### src/rtl/axi_to_stream_b_fifo.sv
// AXI4 write-response snooper: passes B responses straight through and queues a copy
// of each as a single-beat packet on the shared stream output.
module axi_to_stream_b_fifo #(
    parameter int                           DATA_WIDTH        = 128,
    parameter int                           ID_WIDTH          = 32,
    parameter int                           USER_WIDTH        = 64,
    parameter int                           STREAM_TYPE_WIDTH = 3,
    parameter logic [STREAM_TYPE_WIDTH-1:0] STREAM_TYPE       = 3'b000,
    parameter int                           FIFO_DEPTH        = 4,
    parameter int                           INCLUDE_USER      = 0,
    parameter int                           BLOCK_ON_FULL     = 1
) (
    input  logic                            clk,
    input  logic                            reset,
    input  logic                            ready,
    output logic                            valid,
    output logic                            in_progress,
    output logic                            last,
    output logic [DATA_WIDTH-1:0]           data,
    output logic [$clog2(FIFO_DEPTH):0]     occupancy,
    output logic [15:0]                     drop_count,
    input  logic [ID_WIDTH-1:0]             AXIS_bid,
    input  logic [1:0]                      AXIS_bresp,
    input  logic [USER_WIDTH-1:0]           AXIS_buser,
    input  logic                            AXIS_bvalid,
    output logic                            AXIS_bready,
    output logic [ID_WIDTH-1:0]             AXIM_bid,
    output logic [1:0]                      AXIM_bresp,
    output logic [USER_WIDTH-1:0]           AXIM_buser,
    output logic                            AXIM_bvalid,
    input  logic                            AXIM_bready
);

    localparam int PTR_W      = $clog2(FIFO_DEPTH);
    localparam int OCC_W      = PTR_W + 1;
    localparam int USER_BITS  = (INCLUDE_USER != 0) ? USER_WIDTH : 0;
    localparam int MIN_DATA_W = STREAM_TYPE_WIDTH + ID_WIDTH + 2 + USER_BITS;
    localparam int TYPE_LSB   = DATA_WIDTH - STREAM_TYPE_WIDTH;
    localparam int ID_LSB     = DATA_WIDTH - STREAM_TYPE_WIDTH - ID_WIDTH;
    localparam logic [OCC_W-1:0] OCC_FULL = OCC_W'(FIFO_DEPTH);

    if (DATA_WIDTH < MIN_DATA_W) begin : g_width_check
        $error("axi_to_stream_b_fifo: DATA_WIDTH %0d too narrow, need %0d", DATA_WIDTH, MIN_DATA_W);
    end
    if ((FIFO_DEPTH < 2) || ((FIFO_DEPTH & (FIFO_DEPTH - 1)) != 0)) begin : g_depth_check
        $error("axi_to_stream_b_fifo: FIFO_DEPTH %0d must be a power of two >= 2", FIFO_DEPTH);
    end

    logic [ID_WIDTH-1:0]   id_mem_r   [FIFO_DEPTH];
    logic [1:0]            resp_mem_r [FIFO_DEPTH];
    logic [PTR_W-1:0]      wr_ptr_r;
    logic [PTR_W-1:0]      rd_ptr_r;
    logic [OCC_W-1:0]      occ_r;
    logic [15:0]           drop_cnt_r;

    logic                  full_s;
    logic                  empty_s;
    logic                  gate_s;
    logic                  cap_s;
    logic                  push_s;
    logic                  drop_s;
    logic                  pop_s;
    logic [DATA_WIDTH-1:0] user_part_s;
    logic [DATA_WIDTH-1:0] beat_s;

    // Gating, capture/drop and pop decisions; full/empty come only from registered occupancy
    always_comb begin
        full_s  = (occ_r == OCC_FULL);
        empty_s = (occ_r == {OCC_W{1'b0}});
        gate_s  = reset || !((BLOCK_ON_FULL != 0) && full_s);
        cap_s   = !reset && AXIS_bvalid && AXIM_bready && gate_s;
        push_s  = cap_s && !full_s;
        drop_s  = cap_s && full_s;
        pop_s   = !empty_s && ready;
    end

    assign AXIM_bid    = AXIS_bid;
    assign AXIM_bresp  = AXIS_bresp;
    assign AXIM_buser  = AXIS_buser;
    assign AXIM_bvalid = AXIS_bvalid && gate_s;
    assign AXIS_bready = AXIM_bready && gate_s;

    assign valid       = !empty_s;
    assign in_progress = pop_s;
    assign last        = pop_s;
    assign occupancy   = occ_r;
    assign drop_count  = drop_cnt_r;
    assign data        = beat_s;

    // Pointers, occupancy and saturating drop counter
    always_ff @(posedge clk) begin
        if (reset) begin
            wr_ptr_r   <= {PTR_W{1'b0}};
            rd_ptr_r   <= {PTR_W{1'b0}};
            occ_r      <= {OCC_W{1'b0}};
            drop_cnt_r <= 16'h0000;
        end else begin
            if (push_s) begin
                wr_ptr_r <= wr_ptr_r + PTR_W'(1);
            end
            if (pop_s) begin
                rd_ptr_r <= rd_ptr_r + PTR_W'(1);
            end
            case ({push_s, pop_s})
                2'b10:   occ_r <= occ_r + OCC_W'(1);
                2'b01:   occ_r <= occ_r - OCC_W'(1);
                default: occ_r <= occ_r;
            endcase
            if (drop_s && (drop_cnt_r != 16'hFFFF)) begin
                drop_cnt_r <= drop_cnt_r + 16'h0001;
            end
        end
    end

    // Response storage; entries need no reset since occupancy guards every read
    always_ff @(posedge clk) begin
        if (push_s) begin
            id_mem_r[wr_ptr_r]   <= AXIS_bid;
            resp_mem_r[wr_ptr_r] <= AXIS_bresp;
        end
    end

    if (INCLUDE_USER != 0) begin : g_user
        logic [USER_WIDTH-1:0] user_mem_r [FIFO_DEPTH];

        // buser storage, present only when it is packed into the beat
        always_ff @(posedge clk) begin
            if (push_s) begin
                user_mem_r[wr_ptr_r] <= AXIS_buser;
            end
        end

        assign user_part_s = DATA_WIDTH'(user_mem_r[rd_ptr_r]) << 2;
    end else begin : g_no_user
        assign user_part_s = {DATA_WIDTH{1'b0}};
    end

    // Beat layout from the FIFO head: type | id | zero pad | (user) | resp
    always_comb begin
        beat_s                                  = {DATA_WIDTH{1'b0}};
        beat_s[TYPE_LSB +: STREAM_TYPE_WIDTH]   = STREAM_TYPE;
        beat_s[ID_LSB +: ID_WIDTH]              = id_mem_r[rd_ptr_r];
        beat_s[1:0]                             = resp_mem_r[rd_ptr_r];
        beat_s                                  = beat_s | user_part_s;
    end

endmodule

### config.mk
export PLATFORM = sky130hd
export DESIGN_NAME = axi_to_stream_b_fifo
export DESIGN_NICKNAME = d
export VERILOG_FILES = /design/src/rtl/axi_to_stream_b_fifo.sv
export SDC_FILE = /design/constraint.sdc
export NUM_CORES = 1
export LEC_CHECK = 0
export BUFFER_PORTS_ARGS = -buffer_cell sky130_fd_sc_hd__buf_2
export CAP_MARGIN = 30
export CORE_AREA = 2 2 139 141
export DETAILED_ROUTE_END_ITERATION = 12
export DIE_AREA = 0 0 141 143
export HOLD_SLACK_MARGIN = 0.08
export PLACE_DENSITY = 0.7
export REMOVE_ABC_BUFFERS = 1
export SYNTH_ARGS = -nofsm -noshare
export SYNTH_HDL_FRONTEND = slang
export SYNTH_SLANG_ARGS = --single-unit
export TNS_END_PERCENT = 10
### constraint.sdc
create_clock -name clk -period 2.4 [get_ports clk]
set_input_delay 0.12 -clock clk [delete_from_list [all_inputs] [get_ports clk]]
set_output_delay 0.12 -clock clk [all_outputs]
set_load 0.01 [all_outputs]
==> summary.txt, run 1 <==
Route
  • 1st-iter DRT viols: 177
  • Detailed Routing Iterations Pass 1: 6
  • Remaining antenna violation count: 0
  • Vias: 3,654
  • Routed Wire Length: 16,870 µm
  • Post-route DRC violation count: 0
  • DR vias/cell: 4.625
  • Drt wl/cell: 21.36 µm

STA
  • Fin crit period: 2.197 ns
  • Fmax: 0.4552 GHz
  • Final Setup Violations: 0
  • RSZ-0062 raised after global routing: no
  • Final hold viol count: 0
  • Clock Skews: 0.009197 ns
  • Min Hold Slack: 0.1374 ns
  • Slew margin rel.: 34.86%
  • Crit share post-route: 91.53%
  • Slew at the pin closest to its max-slew limit: 0.9771 ns
  • Final Slew Violations: 0
  • TNS Setup: 0 ns
  • Final WS setup: 0.2032 ns

Cells and area
  • Share of layout cells above drive strength 1: 36.87%
  • Layout fillers: 1,610
  • Post-route cell area: 8065 µm²
  • Multi-input gate area: 1538 µm²
  • Final antenna diode count: 0
  • Commonest non-fill, non-tap cell in the layout: edfxtp_1
  • Final design utilization: 43.41%
  • Most frequent cells in the layout: 136 x edfxtp_1, 130 x buf_2, 94 x conb_1
  • Net count, final: 652
  • FF/Latch Area: 4588 µm²
  • Area Overhead vs Synth: 9.944%
  • Final Non-Filler Cells: 790

Setup path
  • Critical path startpoint category: flip-flop
  • Number of buffers and inverters on the critical path: 2
  • Crit path kind: reg2reg
  • Crit-path max cell delay: 0.41 ns
  • Crit path max-delay family: simple AND/OR/NAND/NOR gates
  • Crit path DAT: 2.54 ns
  • Crit-path max FO: 8
  • Worst Path Required: 2.74 ns
  • Crit-path slowest cell: dfxtp_1
  • Cell mode on critical path: inv_1
  • Cells along the critical path: nor3b_4 -> nor3_1 -> inv_1 -> ha_1 -> inv_1 -> fa_1 -> xor2_1 -> or3_1 -> a21oi_1
  • CP endpoint kind: flip-flop

Die
  • Full die area: 20,160 µm²
  • # IOs: 353
  • Rows: 50
  • Total core area: 18,580 µm²
  • Initial Util: 39.48%
  • Die Y: 143 µm
  • Die width: 141 µm

Global routing
  • Largest net degree at the start of global routing: 35
  • First-pass GRT wire length: 23,290 µm
  • Grt ovf: 0
  • Vias in the first global route: 3,547
  • Initial antenna violation count: 0
  • GRT Overall Usage: 16.50%

Yosys
  • Yosys reg bits: 161
  • Leading area contributor after synthesis: edfxtp_1
  • Synth top area cells: edfxtp_1 56%, buf_4 20%, mux4_2 9.2%, dfxtp_1 6.8%, mux4_1 1.4%
  • Ys Warns: 0
  • Syn Inst Count: 461
  • Library cells used by synthesis: 32
  • Post-synth top area share: 55.67%
  • Post-synth top flop: edfxtp_1
  • Sequential area share after synthesis: 62.49%
  • EDFF count, synth: 136
  • Post-synthesis async set-or-reset flop share: 0%
  • Avg Synthesized Cell Area: 15.91 µm²
  • Syn Std Cell Area: 7336 µm²

Power
  • Pwr Total: 6.858 mW
  • Leakage power: 3.113 nW
  • P per Cell Area: 850.3 nW/µm²
  • Peak supply drop: 0.4521 mV
  • P_int: 5.047 mW
  • Switching share of power: 26.41%
  • Combinational Power Share: 17.5%
  • Clock share of power: 36.0%
  • Psw: 1.812 mW
  • Sequential Power Share: 46.5%

CTS
  • CTS tree: built
  • CTS Buf Count: 17
  • Clk buf depth: 2
  • Setup Fix Bufs, Post-CTS: 0
  • Reg clk slew, reported paths: 0.06 ns
  • CTS sink count: 161
  • Root buf cell: clkbuf_16
  • Worst-Skew Late Latency: 0.42 ns
  • H-tree Lvls: 4

Placement
  • Placed Area: 7146 µm²
  • Place WS: 0.1392 ns
  • Dpl hpwl: 11,680 µm
  • Placer congestion estimate: 0.7041
  • Placed Instances: 721
  • Port-buffer cells: 130

Run status
  • Outcome: complete, no violations

Min path
  • Hold WC Path Type: in2reg

Job
  • Max-cap violations: 0
-- cells in the mapped netlist (2+ instances only) --
master and number:
mux4_2 30, buf_12 3, buf_4 193, nor2b_1 16
ha_1 5, nand3_1 2, edfxtp_1 136, clkbuf_1 2
mux4_1 4, inv_1 7, nand2_1 2, and3_1 4
dfxtp_1 25, a21boi_0 2, nor2_1 6, or3_1 2
a21oi_1 2, xor2_1 3, buf_2 4
-- worst min-delay path, cell delays in order --
cell and delay [ns]:
buf_2 0.11, o311ai_1 0.10, xor2_1 0.08, nor2_1 0.10
-- final timing paths --
path	start	to	slack, ns	depth (start not counted)
hold reg to reg	drop_count[5]	drop_count[5]	0.46	1
setup reg to reg	occupancy[0]	occupancy[2]	0.20	9
hold / removal	ready	flip-flop	0.14	4
setup / recovery	occupancy[0]	occupancy[2]	0.20	9
-- power groups by stage --
stage | registers [mW] | logic [mW] | clock network [mW]
2_1_floorplan | 3.30 | 0.601 | 0
3_3_place_gp | 3.24 | 1.14 | 0
3_5_place_dp | 3.25 | 1.16 | 0
4_1_cts | 3.19 | 1.21 | 2.53
5_1_grt | 3.20 | 1.29 | 2.65
6_report | 3.19 | 1.20 | 2.47
-- routing by layer --
metal | track usage [%] | part of all wire (%) | up-vias
met5 | 10.28 | 1.5 | -
met4 | 3.526 | 0.69 | 6
met3 | 13.31 | 17 | 15
met2 | 22.13 | 41 | 324
met1 | 19.73 | 40 | 1765
li1 | - | - | 1544
-- kinds of logic after synthesis --
group / share of synthesized area [%]
buf+inv: 21.46
flops: 62.49
simple gates: 2.899
mux: 10.64
compound gates: 0.8528
fa+ha+maj: 1.126
xor+xnor: 0.4777
other cells: 0.05112
-- sequential cells by signal (all words and copies together) (netlist names), named ones only --
register    count
occupancy       3
drop_count     16
id_mem_r      128
rd_ptr_r        2
resp_mem_r      8
wr_ptr_r        2
-- what timing repair did --
action,CTS,global route
setup endpoints to repair,0,1
hold buffers,37,0
endpoints found under the hold margin,145,0
gates resized for setup,0,2
-- layout make-up --
class	count	area share (%)
inverters	7	0.3258
clock inverters	13	1.226
multi-input cells	183	19.07
flip-flops and latches	161	56.89
repair buffers	173	13.37
clock buffers	19	5.492
well taps	234	3.630
(Power assumes the default switching activity.)
==> run 2: changes to the inputs <==
BUFFER_PORTS_ARGS = -buffer_cell sky130_fd_sc_hd__clkbuf_2   (was -buffer_cell sky130_fd_sc_hd__buf_2)
==> run 2 against run 1 <==
Effect of this change: via count shrank 0.93%; largest cell class unchanged; critical endpoint unchanged; routed wire length shrank 1.5%; fmax shrank 1.5%; cell count shrank 0.13%; register-to-register slack lost 0.03 ns; highest routed layer unchanged; first-iteration DRC count shrank 9.0%; critical path depth is the same; combinational power is essentially flat; setup slack lost 0.034 ns; die area is the same; core utilization grew 0.13 points; cell area grew 0.31%.
==> summary.txt, run 2 (synthesized netlist as in run 1, its figures left out) <==
STA
  • Final Setup Violations: 0
  • Clock Skews: 0.007716 ns
  • Final Slew Violations: 0
  • Final hold viol count: 0
  • Fin crit period: 2.231 ns
  • RSZ-0062 raised after global routing: no
  • Fmax: 0.4483 GHz
  • Slew margin rel.: 37.57%
  • Slew at the pin closest to its max-slew limit: 0.9365 ns
  • TNS Setup: 0 ns
  • Min Hold Slack: 0.09653 ns
  • Crit share post-route: 92.95%

Min path
  • Hold WC Path Type: in2reg
  • Hold depth: 4
  • Hold wc startpoint: ready

Route
  • Remaining antenna violation count: 0
  • 1st-iter DRT viols: 161
  • Detailed Routing Iterations Pass 1: 4
  • Post-route DRC violation count: 0
  • DR vias/cell: 4.588
  • Vias: 3,620
  • Drt wl/cell: 21.07 µm
  • Routed Wire Length: 16,630 µm

CTS
  • Clk buf depth: 2
  • H-tree Lvls: 4
  • Setup Fix Bufs, Post-CTS: 0
  • Root buf cell: clkbuf_16
  • CTS Buf Count: 17
  • Worst-Skew Late Latency: 0.42 ns
  • CTS sink count: 161
  • CTS tree: built
  • Reg clk slew, reported paths: 0.06 ns

Power
  • Leakage power: 3.113 nW
  • P per Cell Area: 867.8 nW/µm²
  • Peak supply drop: 0.4837 mV

Setup path
  • Crit-path max FO: 8
  • Worst Path Required: 2.75 ns
  • Crit path DAT: 2.58 ns
  • CP endpoint kind: flip-flop
  • Worst reg2reg startpoint: occupancy[2]
  • Reg2reg end: occupancy[2]
  • Reg2reg path depth: 9
  • Critical path startpoint category: flip-flop
  • Crit path kind: reg2reg
  • FF-to-FF setup slack: 0.17 ns

Global routing
  • GRT Overall Usage: 16.24%
  • Largest net degree at the start of global routing: 35
  • First-pass GRT wire length: 23,000 µm
  • Initial antenna violation count: 2
  • Vias in the first global route: 3,557
  • Grt ovf: 0

Placement
  • Dpl hpwl: 11,360 µm
  • Placer congestion estimate: 0.7570
  • Placed Instances: 719
  • Port-buffer cells: 130

Die
  • Die width: 141 µm
  • # IOs: 353
  • Die Y: 143 µm
  • Full die area: 20,160 µm²
  • Rows: 50
  • Initial Util: 39.48%
  • Total core area: 18,580 µm²

Job
  • Max-cap violations: 0

Cells and area
  • Commonest non-fill, non-tap cell in the layout: edfxtp_1
  • Share of layout cells above drive strength 1: 36.28%
  • Most flops, register: id_mem_r
  • Net count, final: 650
  • Area Overhead vs Synth: 10.28%
  • Layout fillers: 1,618
  • Most frequent cells in the layout: 136 x edfxtp_1, 130 x clkbuf_2, 94 x conb_1
  • Final Non-Filler Cells: 789
  • Max reg flops: 128

Run status
  • Outcome: complete, no violations
[run 2: changes by cell type in the layout (fill, tap and decap cells not counted), moves of 2 or more]
cell,delta
buf_2,-130
clkbuf_2,+130
inv_4,-4
buf_4,-2
bufinv_16,+2
inv_6,+2
[run 2: how the worst max path moves through the flow]
| stage | endpoint | from | slack (ns) | depth (start not counted) |
|---|---|---|---|---|
| after floorplan | data[124] | flip-flop | 0.04 | 1 |
| after global routing | occupancy[2] | occupancy[2] | 0.02 | 9 |
| after global placement | occupancy[2] | occupancy[2] | 0.31 | 9 |
| final | occupancy[2] | occupancy[2] | 0.17 | 9 |
| after detailed placement | occupancy[2] | occupancy[2] | 0.19 | 9 |
| after CTS | occupancy[2] | occupancy[2] | 0.17 | 9 |
[run 2: per-stage QoR]
stage                     util [%]  power [mW]  area (µm²)  setup WS [ns]
after global routing         43.54       7.278        8090        0.01725
final                        43.54       7.021        8090         0.1692
after floorplan                  -       3.905        6137        0.04488
after detailed placement     38.38       4.398        7131         0.1852
after global placement       38.38       4.372        7131         0.3141
after CTS                    43.49       7.093        8082         0.1692
[run 2: final cells by class]
type | instances | area [µm²] | area share [%]
Tap cell | 234 | 292.8 | 3.619
Clock buffer | 19 | 432.9 | 5.351
Sequential cell | 161 | 4587 | 56.70
Clock inverter | 13 | 147.6 | 1.825
Antenna cell | 1 | 2.502 | 0.03093
Multi-Input combinational cell | 183 | 1538 | 19.01
Timing Repair Buffer | 171 | 1064 | 13.15
Inverter | 7 | 26.28 | 0.3248
[run 2: repair_timing]
| item | CTS | global route |
|---|---|---|
| endpoints found under the hold margin | 144 | 0 |
| resized for setup | 0 | 1 |
| hold buffers | 37 | 0 |
| endpoints found under the setup margin | 0 | 1 |
[run 2: worst max-delay path: stages (launching register included)]
cell,delay [ns]
dfxtp_1,0.46
nor3b_4,0.31
nor3_1,0.10
inv_1,0.07
ha_1,0.17
inv_1,0.06
fa_1,0.38
xor2_1,0.16
or3_1,0.31
a21oi_1,0.14
[run 2: power by group]
group	switching [mW]	internal (mW)
Combinational	0.626	0.560
Clock	1.10	1.55
Sequential	0.0868	3.10
Total	1.81	5.21
[run 2: metal layers]
metal / GRT usage, % / routed length, µm / vias up
met4: 5.000 / 189 / 8
met3: 13.68 / 3120 / 25
li1: - / - / 1536
met5: 12.03 / 261 / -
met1: 19.00 / 6330 / 1748
met2: 20.92 / 6725 / 303
==> run 3: changes to the inputs <==
CORE_AREA = 2 2 136 138   (was 2 2 139 141)
DIE_AREA = 0 0 138 140   (was 0 0 141 143)
PLACE_DENSITY = 0.75   (was 0.7)
clock period = 2 ns   (was 2.4 ns; I/O delays follow)
==> run 3 against run 2 <==
Effect of this change: global-route usage is 2.5 points higher; cell area increased by 2.2%; clock-buffer cell count decreased by 2; largest power group unchanged; highest routed layer unchanged; critical endpoint unchanged; first-iteration DRC count rose by 3.7%; via count is 3.6% higher; setup slack worse by 0.11 ns.
==> summary.txt, run 3 (synthesized netlist as in run 1, its figures left out) <==
Run status
  • Outcome: complete, no violations

Cells and area
  • Share of layout cells above drive strength 1: 39.54%
  • Max reg flops: 128
  • Area Overhead vs Synth: 12.71%
  • Final antenna diode count: 0
  • Most frequent cells in the layout: 136 x edfxtp_1, 130 x clkbuf_2, 94 x conb_1
  • Commonest non-fill, non-tap cell in the layout: edfxtp_1
  • Post-route cell area: 8268 µm²
  • Net count, final: 665
  • Most flops, register: id_mem_r

Route
  • Drt wl/cell: 22.84 µm
  • Remaining antenna violation count: 0
  • DR vias/cell: 4.702
  • Post-route DRC violation count: 0
  • Vias: 3,752
  • Detailed Routing Iterations Pass 1: 4
  • Routed Wire Length: 18,220 µm
  • 1st-iter DRT viols: 167

Setup path
  • Crit path kind: reg2reg
  • Reg2reg path depth: 9
  • CP endpoint kind: flip-flop
  • Crit-path max FO: 3
  • Crit path DAT: 2.29 ns
  • Critical path startpoint category: flip-flop
  • Reg2reg end: occupancy[2]
  • Worst Path Required: 2.35 ns
  • Worst reg2reg startpoint: occupancy[0]
  • FF-to-FF setup slack: 0.06 ns

Power
  • P per Cell Area: 1043 nW/µm²
  • Leakage power: 3.215 nW
  • Peak supply drop: 0.7242 mV
  • Pwr Total: 8.621 mW

STA
  • Final Setup Violations: 0
  • Final Slew Violations: 0
  • Clock Skews: 0.006688 ns
  • Fin crit period: 1.944 ns
  • TNS Setup: 0 ns
  • Min Hold Slack: 0.1024 ns
  • Fmax: 0.5144 GHz
  • Final hold viol count: 0
  • RSZ-0062 raised after global routing: yes
  • Crit share post-route: 97.20%

Global routing
  • Initial antenna violation count: 0
  • Grt ovf: 0
  • First-pass GRT wire length: 25,830 µm
  • Vias in the first global route: 3,685
  • Largest net degree at the start of global routing: 22
  • GRT Overall Usage: 18.70%

Min path
  • Hold WC Path Type: in2reg
  • Hold Path Sink: wr_ptr_r[1]
  • Hold depth: 3
  • Hold wc startpoint: reset

Job
  • Max-cap violations: 0

Placement
  • Placed Area: 7234 µm²
  • Dpl hpwl: 12,800 µm
  • Port-buffer cells: 130
  • Placer congestion estimate: 0.6803

CTS
  • CTS sink count: 161
  • Reg clk slew, reported paths: 0.07 ns
  • CTS Buf Count: 17
  • Root buf cell: clkbuf_16
  • H-tree Lvls: 4
  • CTS tree: built
  • Worst-Skew Late Latency: 0.42 ns
  • Clk buf depth: 2

Die
  • Total core area: 17,780 µm²
  • # IOs: 353
  • Rows: 49
  • Full die area: 19,320 µm²
  • Die Y: 140 µm
  • Die width: 138 µm
  • Initial Util: 41.26%
run 3: changes by cell type in the layout (fill, tap and decap cells not counted), sizes merged:
cell / previous run / this run
buf: 4 / 19
diode: 1 / 0
clkinv: 4 / 5
inv: 13 / 14
clkbuf: 149 / 147
run 3: worst max-delay path: stages (launching register included):
cell     delay (ns)
dfxtp_4        0.36
nor3b_4        0.23
nor3_2         0.06
inv_1          0.09
ha_4           0.16
inv_1          0.05
fa_2           0.34
xor2_2         0.15
or3_1          0.30
a21oi_1        0.12
run 3: layer usage:
| metal | global-route usage, % | wire length, µm |
|---|---|---|
| met5 | 11.28 | 227 |
| met4 | 4.511 | 208 |
| met3 | 14.46 | 2960 |
| met2 | 23.92 | 7229 |
| met1 | 23.66 | 7598 |
run 3: where the power goes:
part / total (mW) / leakage, nW / switching (mW) / internal (mW)
clock: 3.25 / 0.297 / 1.37 / 1.88
sequential: 3.79 / 1.43 / 0.0592 / 3.73
combinational: 1.58 / 1.48 / 0.827 / 0.757
total: 8.62 / 3.21 / 2.25 / 6.37
run 3: worst max-delay path by stage:
stage | slack (ns) | startpoint | end
floorplan | -0.34 | flip-flop | data[124]
global placement | 0.07 | occupancy[1] | occupancy[2]
detailed placement | -0.02 | occupancy[1] | occupancy[2]
CTS | 0.008 | occupancy[1] | occupancy[2]
global route | -0.04 | occupancy[0] | occupancy[2]
finish | 0.06 | occupancy[0] | occupancy[2]
run 3: area by class of cell:
class,count,area (µm²)
fillers,1517,9512
flip-flops and latches,161,4596
multi-input cells,183,1565
repair buffers,186,1192
clock buffers,17,425.4
well taps,229,286.5
clock inverters,15,176.4
inverters,7,26.28
run 3: per-stage QoR:
step | setup slack, ns | utilization, % | std cells
after floorplan | -0.3351 | - | 351
after global placement | 0.06988 | 40.69 | 727
after detailed placement | -0.02205 | 40.69 | 727
after CTS | 0.008234 | 46.31 | 798
after global routing | -0.03988 | 46.50 | 798
final | 0.05595 | 46.50 | 798
run 3: repair_timing:
item                                   CTS  global route
setup buffers                            2             0
setup endpoints to repair                1             2
cloned                                   0             0
endpoints found under the hold margin  138             0
hold buffers                            37             0
pin swaps                                1             3
gates resized for setup                  4             8
